==> config.mk <==
export PLATFORM = sky130hd
export DESIGN_NAME = morse_tx_sequencer
export DESIGN_NICKNAME = d
export VERILOG_FILES = /design/src/rtl/morse_tx_sequencer.sv
export SDC_FILE = /design/constraint.sdc
export NUM_CORES = 1
export LEC_CHECK = 0
export ABC_AREA = 1
export CAP_MARGIN = 20
export CORE_MARGIN = 3
export CORE_UTILIZATION = 55
export CTS_BUF_LIST = sky130_fd_sc_hd__clkbuf_8
export DETAILED_ROUTE_END_ITERATION = 8
export PLACE_DENSITY_LB_ADDON = 0.2
export RECOVER_POWER = 100
export SLEW_MARGIN = 0
export SYNTH_ARGS = -nofsm -noshare
export SYNTH_HDL_FRONTEND = slang
export SYNTH_HIERARCHICAL = 1
export SYNTH_SLANG_ARGS = --single-unit
==> constraint.sdc <==
create_clock -name clk -period 4.8 [get_ports clk]
set_clock_uncertainty 0.05 [all_clocks]
set_input_delay 0.96 -clock clk [delete_from_list [all_inputs] [get_ports clk]]
set_output_delay 0.96 -clock clk [all_outputs]
set_load 0.03 [all_outputs]
==> src/rtl/morse_tx_sequencer.sv <==
// Morse transmit sequencer: accepts ASCII over valid/ready and keys timed
// Morse on key_out, one unit = UNIT_CYCLES clocks.
// Optional build macro MORSE_ABORT_EN adds a synchronous abort input that
// cuts the current character short and finishes with a character gap.

// Character to Morse code table. The 24-bit code is eight 3-bit groups,
// MSB first: bit2 = last group, bit1 = element present, bit0 = dash.
module morse_lut (
  input  logic [7:0]  ascii,
  output logic [23:0] code
);

  logic [7:0] upper;
  logic [3:0] len;
  logic [7:0] pat;
  logic       is_space;
  logic [7:0] bits;
  logic [2:0] grp;

  // Fold lowercase onto uppercase so both key identically
  always_comb begin
    upper = ascii;
    if (ascii >= 8'h61 && ascii <= 8'h7A) upper = ascii - 8'h20;
  end

  // Element count and dash mask (1 = dash), first element in bit len-1;
  // anything not listed falls back to the 8-dot error code
  always_comb begin
    len      = 4'd8;
    pat      = 8'b0000_0000;
    is_space = 1'b0;
    case (upper)
      8'h20: is_space = 1'b1;
      8'h41: begin len = 4'd2; pat = 8'b0000_0001; end // A .-
      8'h42: begin len = 4'd4; pat = 8'b0000_1000; end // B -...
      8'h43: begin len = 4'd4; pat = 8'b0000_1010; end // C -.-.
      8'h44: begin len = 4'd3; pat = 8'b0000_0100; end // D -..
      8'h45: begin len = 4'd1; pat = 8'b0000_0000; end // E .
      8'h46: begin len = 4'd4; pat = 8'b0000_0010; end // F ..-.
      8'h47: begin len = 4'd3; pat = 8'b0000_0110; end // G --.
      8'h48: begin len = 4'd4; pat = 8'b0000_0000; end // H ....
      8'h49: begin len = 4'd2; pat = 8'b0000_0000; end // I ..
      8'h4A: begin len = 4'd4; pat = 8'b0000_0111; end // J .---
      8'h4B: begin len = 4'd3; pat = 8'b0000_0101; end // K -.-
      8'h4C: begin len = 4'd4; pat = 8'b0000_0100; end // L .-..
      8'h4D: begin len = 4'd2; pat = 8'b0000_0011; end // M --
      8'h4E: begin len = 4'd2; pat = 8'b0000_0010; end // N -.
      8'h4F: begin len = 4'd3; pat = 8'b0000_0111; end // O ---
      8'h50: begin len = 4'd4; pat = 8'b0000_0110; end // P .--.
      8'h51: begin len = 4'd4; pat = 8'b0000_1101; end // Q --.-
      8'h52: begin len = 4'd3; pat = 8'b0000_0010; end // R .-.
      8'h53: begin len = 4'd3; pat = 8'b0000_0000; end // S ...
      8'h54: begin len = 4'd1; pat = 8'b0000_0001; end // T -
      8'h55: begin len = 4'd3; pat = 8'b0000_0001; end // U ..-
      8'h56: begin len = 4'd4; pat = 8'b0000_0001; end // V ...-
      8'h57: begin len = 4'd3; pat = 8'b0000_0011; end // W .--
      8'h58: begin len = 4'd4; pat = 8'b0000_1001; end // X -..-
      8'h59: begin len = 4'd4; pat = 8'b0000_1011; end // Y -.--
      8'h5A: begin len = 4'd4; pat = 8'b0000_1100; end // Z --..
      8'h30: begin len = 4'd5; pat = 8'b0001_1111; end // 0 -----
      8'h31: begin len = 4'd5; pat = 8'b0000_1111; end // 1 .----
      8'h32: begin len = 4'd5; pat = 8'b0000_0111; end // 2 ..---
      8'h33: begin len = 4'd5; pat = 8'b0000_0011; end // 3 ...--
      8'h34: begin len = 4'd5; pat = 8'b0000_0001; end // 4 ....-
      8'h35: begin len = 4'd5; pat = 8'b0000_0000; end // 5 .....
      8'h36: begin len = 4'd5; pat = 8'b0001_0000; end // 6 -....
      8'h37: begin len = 4'd5; pat = 8'b0001_1000; end // 7 --...
      8'h38: begin len = 4'd5; pat = 8'b0001_1100; end // 8 ---..
      8'h39: begin len = 4'd5; pat = 8'b0001_1110; end // 9 ----.
      8'h2E: begin len = 4'd6; pat = 8'b0001_0101; end // . .-.-.-
      8'h2C: begin len = 4'd6; pat = 8'b0011_0011; end // , --..--
      8'h3F: begin len = 4'd6; pat = 8'b0000_1100; end // ? ..--..
      8'h2F: begin len = 4'd5; pat = 8'b0001_0010; end // / -..-.
      8'h3D: begin len = 4'd5; pat = 8'b0001_0001; end // = -...-
      8'h2D: begin len = 4'd6; pat = 8'b0010_0001; end // - -....-
      8'h27: begin len = 4'd6; pat = 8'b0001_1110; end // ' .----.
      8'h3A: begin len = 4'd6; pat = 8'b0011_1000; end // : ---...
      8'h2B: begin len = 4'd5; pat = 8'b0000_1010; end // + .-.-.
      8'h40: begin len = 4'd6; pat = 8'b0001_1010; end // @ .--.-.
      default: begin len = 4'd8; pat = 8'b0000_0000; end
    endcase
  end

  // Pack the element list into 3-bit groups, first element in the top group
  always_comb begin
    code = 24'h000000;
    bits = pat << (4'd8 - len);
    grp  = 3'b000;
    if (is_space) begin
      code = 24'h800000;
    end else begin
      for (int i = 0; i < 8; i++) begin
        grp = 3'b000;
        if (i < int'(len)) grp = {(i == int'(len) - 1), 1'b1, bits[7]};
        bits = {bits[6:0], 1'b0};
        code = {code[20:0], grp};
      end
    end
  end

endmodule

// Sequencer: IDLE accepts, LOAD fetches the code, MARK/SPACE_GAP walk the
// groups, CHAR_GAP/WORD_GAP hold the key off before returning to IDLE.
module morse_tx_sequencer #(
  parameter int UNIT_CYCLES      = 1000,
  parameter int WORD_EXTRA_UNITS = 4
) (
  input  logic       clk,
  input  logic       rst_n,
  input  logic [7:0] ascii_data,
  input  logic       ascii_valid,
  output logic       ascii_ready,
  output logic       key_out,
  output logic       busy,
  output logic       char_done
`ifdef MORSE_ABORT_EN
  ,
  input  logic       abort
`endif
);

  localparam int MAX_UNITS = (WORD_EXTRA_UNITS > 8) ? WORD_EXTRA_UNITS : 8;
  localparam int CW        = (MAX_UNITS * UNIT_CYCLES > 1) ? $clog2(MAX_UNITS * UNIT_CYCLES) : 1;

  // Counter reload values are duration minus one; the state ends when it hits zero
  localparam logic [CW-1:0] ONE_UNIT    = CW'(UNIT_CYCLES - 1);
  localparam logic [CW-1:0] THREE_UNITS = CW'(3 * UNIT_CYCLES - 1);
  localparam logic [CW-1:0] WORD_UNITS  = CW'(WORD_EXTRA_UNITS * UNIT_CYCLES - 1);

  typedef enum logic [2:0] {
    IDLE,
    LOAD,
    MARK,
    SPACE_GAP,
    CHAR_GAP,
    WORD_GAP
  } state_t;

  state_t        state_q, state_d;
  logic [CW-1:0] cnt_q, cnt_d;
  logic [23:0]   shreg_q, shreg_d;
  logic [7:0]    char_q, char_d;
  logic          key_d;
  logic          done_d;
  logic [23:0]   lut_code;
  logic          abort_hit;

  morse_lut u_lut (
    .ascii (char_q),
    .code  (lut_code)
  );

`ifdef MORSE_ABORT_EN
  // Abort only matters while the character is still being keyed
  always_comb begin
    abort_hit = abort && (state_q == LOAD || state_q == MARK || state_q == SPACE_GAP);
  end
`else
  assign abort_hit = 1'b0;
`endif

  assign ascii_ready = (state_q == IDLE);
  assign busy        = (state_q != IDLE);

  // Next-state, counter reload and shift logic; key follows MARK one clock late
  always_comb begin
    state_d = state_q;
    cnt_d   = cnt_q;
    shreg_d = shreg_q;
    char_d  = char_q;
    done_d  = 1'b0;
    key_d   = (state_q == MARK);

    case (state_q)
      IDLE: begin
        cnt_d = '0;
        if (ascii_valid) begin
          char_d  = ascii_data;
          state_d = LOAD;
        end
      end

      LOAD: begin
        shreg_d = lut_code;
        if (lut_code[22]) begin
          state_d = MARK;
          cnt_d   = lut_code[21] ? THREE_UNITS : ONE_UNIT;
        end else begin
          state_d = WORD_GAP;
          cnt_d   = WORD_UNITS;
        end
      end

      MARK: begin
        if (cnt_q == '0) begin
          if (shreg_q[23]) begin
            state_d = CHAR_GAP;
            cnt_d   = THREE_UNITS;
          end else begin
            shreg_d = {shreg_q[20:0], 3'b000};
            state_d = SPACE_GAP;
            cnt_d   = ONE_UNIT;
          end
        end else begin
          cnt_d = cnt_q - CW'(1);
        end
      end

      SPACE_GAP: begin
        if (cnt_q == '0) begin
          if (shreg_q[22]) begin
            state_d = MARK;
            cnt_d   = shreg_q[21] ? THREE_UNITS : ONE_UNIT;
          end else begin
            state_d = CHAR_GAP;
            cnt_d   = THREE_UNITS;
          end
        end else begin
          cnt_d = cnt_q - CW'(1);
        end
      end

      CHAR_GAP, WORD_GAP: begin
        if (cnt_q == '0) begin
          state_d = IDLE;
          done_d  = 1'b1;
        end else begin
          cnt_d = cnt_q - CW'(1);
        end
      end

      default: begin
        state_d = IDLE;
        cnt_d   = '0;
      end
    endcase

    if (abort_hit) begin
      state_d = CHAR_GAP;
      cnt_d   = THREE_UNITS;
      key_d   = 1'b0;
    end
  end

  // State, timing and registered outputs; reset drops the key immediately
  always_ff @(posedge clk or negedge rst_n) begin
    if (!rst_n) begin
      state_q   <= IDLE;
      cnt_q     <= '0;
      shreg_q   <= '0;
      char_q    <= '0;
      key_out   <= 1'b0;
      char_done <= 1'b0;
    end else begin
      state_q   <= state_d;
      cnt_q     <= cnt_d;
      shreg_q   <= shreg_d;
      char_q    <= char_d;
      key_out   <= key_d;
      char_done <= done_d;
    end
  end

endmodule

# [Word-level counts from Yosys, hierarchy flattened]
# Cells that the tools add are included.
# W data, S select, Z words.
[word_totals] out_inout_bits=4 in_bits=11 elab_cells=148 ff_bits=50
[classes] n_reduce_logical=26 muxes=35 addsub=4 eq_ne=65 shift=1 n_lt_le_gt_ge=10
[ops] cell="$eq A8 B7 Y1 const B" n=27
[ops] cell="$eq A8 B6 Y1 const B" n=20
[ops] cell="$pmux W6 S26" n=1
[ops] cell="$eq A4 B32 Y1 const A" n=4
[ops] cell="$mux W24" n=3
[ops] cell="$eq A3 B32 Y1 const A" n=2
[ops] cell="$mux W12" n=5
[ops] cell="$pmux W13 S4" n=1
[ops] cell="$pmux W24 S2" n=1
[ops] cell="$mux W3" n=15
[ops] cell="$mux W13" n=3
[ops] cell="$eq A2 B32 Y1 const A" n=1
[ops] cell="$logic_not A32 Y1" n=1
[ops] cell="$pmux W4 S6" n=1
[ops] cell="$lt A3 B4 Y1 const A" n=4
[ops] cell="$pmux W3 S5" n=1
[ops] cell="$reduce_or A2 Y1" n=7
[ops] cell="$logic_not A13 Y1" n=1
[ops] cell="$reduce_or A13 Y1" n=1
[ops] cell="$sub A13 B1 Y13 const B" n=1
[ops] cell="$reduce_or A12 Y1" n=1
[ops] cell="$ne A2 B2 Y1 const B" n=5
[ops] cell="$reduce_or A3 Y1" n=3
[ops] cell="$ge A8 B7 Y1 const B" n=1
[ops] cell="other kinds (24)" n=31

# [Logic depth before layout (Yosys ltp)]
[logic_depth] ltp_word=13 ltp_mapped=29 mapped_depth_nobuf=29

# [Cells and area by module]
# The synthesis kept the hierarchy.
[modules_own_cells] mod="morse_tx_sequencer" n_inst=1 area_each_um2=2662.6 cells_per_inst=312
[modules_own_cells] mod="morse_lut" n_inst=1 area_each_um2=1850.5 cells_per_inst=329

# [Least setup slack after synthesis]
# No wires, ideal clock.
[synth_path] kind="flip-flop to flip-flop" startpoint="register char_q[2]" endpoint="register cnt_q[4]" setup_slack_ns=1.550 setup_ns=0.128 arrival_time_ns=3.071 required_time_ns=4.622 stages_incl_launch_ff=27 cell_sequence="dfrtp_1 -> inv_1 -> nand2_2 -> nor2_4 -> nand2_2 -> nand3_2 -> nand3_2 -> nand2_4 -> nand2_1 -> nor2_4 -> nand2_1 -> nand2_2 -> nor2_4 -> nand2_4 -> inv_2 -> nand2_1 -> inv_1 -> ha_1 -> clkinv_1 -> nand2_1 -> nand3_1 -> nand2_1 -> inv_1 -> o21ai_0 -> o21ai_0 -> inv_1 -> a21oi_1"
[synth_via] elab_chain_len=13
[synth_rtl] item="start: declaration" line_no="143" source="logic [7:0] char_q, char_d;"
[synth_rtl] item="start signal: assignment" line_no="259" source="char_q <= char_d;"
[synth_rtl] item="$ge A8 B7 Y1 / $le A8 B7 Y1 (equally long branches)" line_no="23" source="if (ascii >= 8'h61 && ascii <= 8'h7A) upper = ascii - 8'h20;"
[synth_rtl] item="$logic_and A1 B1 Y1" line_no="23"
[synth_rtl] item="$mux W8 *" line_no="23"
[synth_rtl] item="$eq A8 B6 Y1 / $eq A8 B7 Y1 (equally long branches)" line_no="32" source="case (upper)"
[synth_rtl] item="$reduce_or A13 Y1 (no line) (tied with other cells)"
[synth_rtl] item="$pmux W4 S6" line_no="32"
[synth_rtl] item="$sub A4 B4 Y4" line_no="87" source="bits = pat << (4'd8 - len);"
[synth_rtl] item="$shl A6 B4 Y8" line_no="87"
[synth_rtl] item="$mux W3" line_no="94" source="if (i < int'(len)) grp = {(i == int'(len) - 1), 1'b1, bits[7]};"
[synth_rtl] item="$mux W24 *" line_no="89" source="if (is_space) begin"
[synth_rtl] item="named net lut_code[21]" line_no="146" source="logic [23:0] lut_code;"
[synth_rtl] item="$mux W12 *" line_no="188" source="cnt_d = lut_code[21] ? THREE_UNITS : ONE_UNIT;"
[synth_rtl] item="$mux W12 *" line_no="186" source="if (lut_code[22]) begin"
[synth_rtl] item="$pmux W13 S4 *" line_no="175" source="case (state_q)"
[synth_rtl] item="end signal: assignment" line_no="257" source="cnt_q <= cnt_d;"
[synth_rtl] item="end: declaration" line_no="141" source="logic [CW-1:0] cnt_q, cnt_d;"
# The timed path passes the listed nets; every way through them passes the cells marked *.
# A chain may end at the register's enable or synchronous reset.

# [Worst setup path in the final report]
[layout_path] startpoint="register char_q[4]" endpoint="register cnt_q[4]"
# The elaborated chain is that of the path after synthesis.

==> reports/qor.yml <==
pre_cts_slack_ns: 0.7957
yosysTopAreaCell: "dfrtp_1"
ys_seq_area_share_pct: 27.72
rsz0062_at_grt: "no"
cts_buffer_depth: 2
relSlewSlack_pct: -83.70
die_h_um: 96.59
htreeDepth: 2
port_buffers: 14
final.setup.tns_ns: 0
leakagePower_nw: 2.430
hold_depth: 2
hp-start: "shreg_q[6]$_DFFE_PN0P_"
area_delta_synth_final_pct: 3.770
worstMarginPinSlew_ns: 2.755
async_flop_share_pct: 100.0
clockRootBuffer: "clkbuf_8"
slowest_stage: "dfrtp_1"
clock_power_share_pct: 7.3
syn_avg_cell_area_um2: 7.041
synth_top_area_share_pct: 27.72
wl_um: 10970
timing.fmax_ghz: 0.2400
ant_nets: 0
viasPerCell: 5.570
period_minus_slack_ns: 4.167
synth_edf_count: 0
diodes: 0
synth_nets: 661
status: "finished, violations left"
setup_viol: 0
insertion_delay_ns: 0.30
final_common_cell: "nand2_1"
worst-r2r-setup-slack_ns: 0.63
rows: 32
postCtsResizedCells: 0
grt_antenna_before_repair: 0
crit_fanout: 12
synth_area_leaders: "dfrtp_1 28%, nand2_1 13%, inv_1 6.7%, nor2_1 6.3%, nand3_1 4.1%"
fin_crit_sh_pct: 86.81
drt_iter0_markers: 303
start_util_pct: 57.51
grt_pass1_wl_um: 18510
first_pass_iters: 5
fin_util_pct: 59.68
cts.clk_slew.worst_paths_ns: 0.11
synth_top_flop_cell: "dfrtp_1"
slowest_delay_ns: 0.67
cp.required_ns: 4.94
worstReg2RegEnd: "cnt_q[4]$_DFFE_PN0N_"
vdd_drop_max_mv: 0.3877
cts.sinks: 50
p_int_mw: 1.559
dp_hpwl_um: 8401
nFillCells: 778
endpoint_kind: "register"
synth_warnings: 6
worstHoldEndpoint: "shreg_q[6]$_DFFE_PN0P_"
postCtsSetupRepairBufs: 0
layout_common_cells: "163 x nand2_1, 82 x inv_1, 79 x nor2_1"
p_per_area_nw_per_um2: 767.3
gp_congestion: 0.9695
drv_slew: 74
nNetsFinal: 669
seq_power_share_pct: 21.4
hold_buffers: 0
io_pins: 15
p_sw_mw: 2.035
r2r_start: "char_q[4]$_DFFE_PN0P_"
start_kind: "register"
die_w_um: 96.59
post_drt_wl_per_cell_um: 14.59
synth.distinct_cells: 46
crit_arrival_ns: 4.31
grt_pass1_vias: 4028
comb_power_share_pct: 71.3
ys_ff_latch: 50
r2r_cells: 27
netlist_area_um2: 4513
swShare_pct: 56.62
finalHoldViolations: 0
core_um2: 7848
dieArea_um2: 9329
drv_cap: 2
grt_overflow: 0
cts_tree: "built"
violations: "max-capacitance violations, max-slew violations"
grt_max_degree: 51
cpMostUsedCell: "nand2_1"
hold_path_class: "register to register"
grt_usage_pct: 25.06
setup_ws_ns: 0.6332
critPathKind: "register to register"
vias: 4189
syn_inst: 641
cts_inserted_buffers: 5
drive_gt1_share_pct: 15.85
remaining_drc_errors: 0
power groups by stage:
stage | Sequential [mW] | Combinational [mW] | Clock, mW
floorplan | 0.725 | 2.24 | 0
global placement | 0.774 | 2.58 | 0
detailed placement | 0.784 | 2.62 | 0
CTS | 0.775 | 2.63 | 0.273
global route | 0.795 | 2.88 | 0.292
finish | 0.770 | 2.56 | 0.262
Yosys cell counts, types with 2 or more instances:
library cell,n
nand3_1,37
o22ai_1,2
buf_2,3
inv_2,11
nand3_2,14
xor2_1,3
a31oi_1,4
nor2_2,8
nand3_4,2
ha_1,9
xnor2_1,4
inv_1,80
o21ai_1,22
mux2_2,8
o2111ai_1,2
nor2_1,76
buf_6,9
o21ai_2,6
nand4_1,12
nor2_4,11
nor2_8,2
a21oi_1,13
nand2_1,159
a21oi_2,4
nor3_1,5
nand2_2,15
a22o_1,18
o211ai_1,2
buf_4,4
dfrtp_1,50
nand2_4,11
o21ai_0,17
nand4_2,2
or2_2,4
metrics by stage:
| stage | power (mW) | cell area (µm²) | hold WS [ns] | instances |
|---|---|---|---|---|
| after floorplan | 2.965 | 4513 | 0.3927 | 641 |
| after global placement | 3.355 | 4652 | 0.4142 | 744 |
| after detailed placement | 3.400 | 4652 | 0.4176 | 744 |
| after CTS | 3.676 | 4745 | 0.4469 | 752 |
| after global routing | 3.969 | 4683 | 0.4732 | 752 |
| final | 3.593 | 4683 | 0.4468 | 752 |
cells by family (layout without fill, tap and decap cells):
| group | after synthesis | after routing | share of synthesized area, % |
|---|---|---|---|
| and+or+nand+nor | 361 | 361 | 40.89 |
| buffers and inverters | 108 | 117 | 10.90 |
| AOI/OAI and AO/OA | 97 | 97 | 14.56 |
| DFF | 50 | 50 | 27.72 |
| adders and majority gates | 9 | 9 | 2.495 |
| muxes | 8 | 8 | 1.996 |
| xor gates and xnor gates | 7 | 7 | 1.358 |
| other | 1 | 1 | 0.08309 |
worst max-delay path, delay by kind of cell, from the launching register on:
kind | cells | cell delay [ns]
and+or+nand+nor | 16 | 1.68
buffers and inverters | 7 | 0.92
DFF | 1 | 0.67
AOI/OAI and AO/OA | 3 | 0.38
adders and majority gates | 1 | 0.35
worst max-delay path by stage:
stage / from / endpoint / slack (ns) / cells past startpoint
after global routing: char_q[4]$_DFFE_PN0P_ / cnt_q[4]$_DFFE_PN0N_ / 0.14 / 27
final: char_q[4]$_DFFE_PN0P_ / cnt_q[4]$_DFFE_PN0N_ / 0.63 / 27
after CTS: char_q[4]$_DFFE_PN0P_ / cnt_q[4]$_DFFE_PN0N_ / 0.77 / 27
after detailed placement: char_q[4]$_DFFE_PN0P_ / cnt_q[4]$_DFFE_PN0N_ / 0.80 / 27
after floorplan: char_q[2]$_DFFE_PN0P_ / cnt_q[4]$_DFFE_PN0N_ / 1.55 / 26
after global placement: char_q[4]$_DFFE_PN0P_ / cnt_q[4]$_DFFE_PN0N_ / 0.99 / 25
layout make-up:
type                            count  area [µm²]  area share (%)
Sequential cell                    50        1251           26.72
Timing Repair Buffer               17       153.9           3.286
Inverter                           92       345.3           7.374
Clock buffer                        5       68.82           1.469
Tap cell                          102       127.6           2.725
Multi-Input combinational cell    483        2713           57.92
Clock inverter                      3       23.77          0.5076
routing by layer:
layer	wire [µm]	vias up	part of all wire (%)	global-route usage [%]
li1	-	2083	-	-
met3	616	19	5.6	3.486
met5	0	-	0	0
met1	4973	1957	45	33.92
met4	124	0	1.1	6.542
met2	5254	130	48	41.95
sequential cells by signal, summed over array words and instances, names as in the netlist:
name	count
shreg_q	24
cnt_q	13
char_q	8
state_q	3
char_done	1
key_out	1
Note: power is estimated with default switching activity, not from simulation.
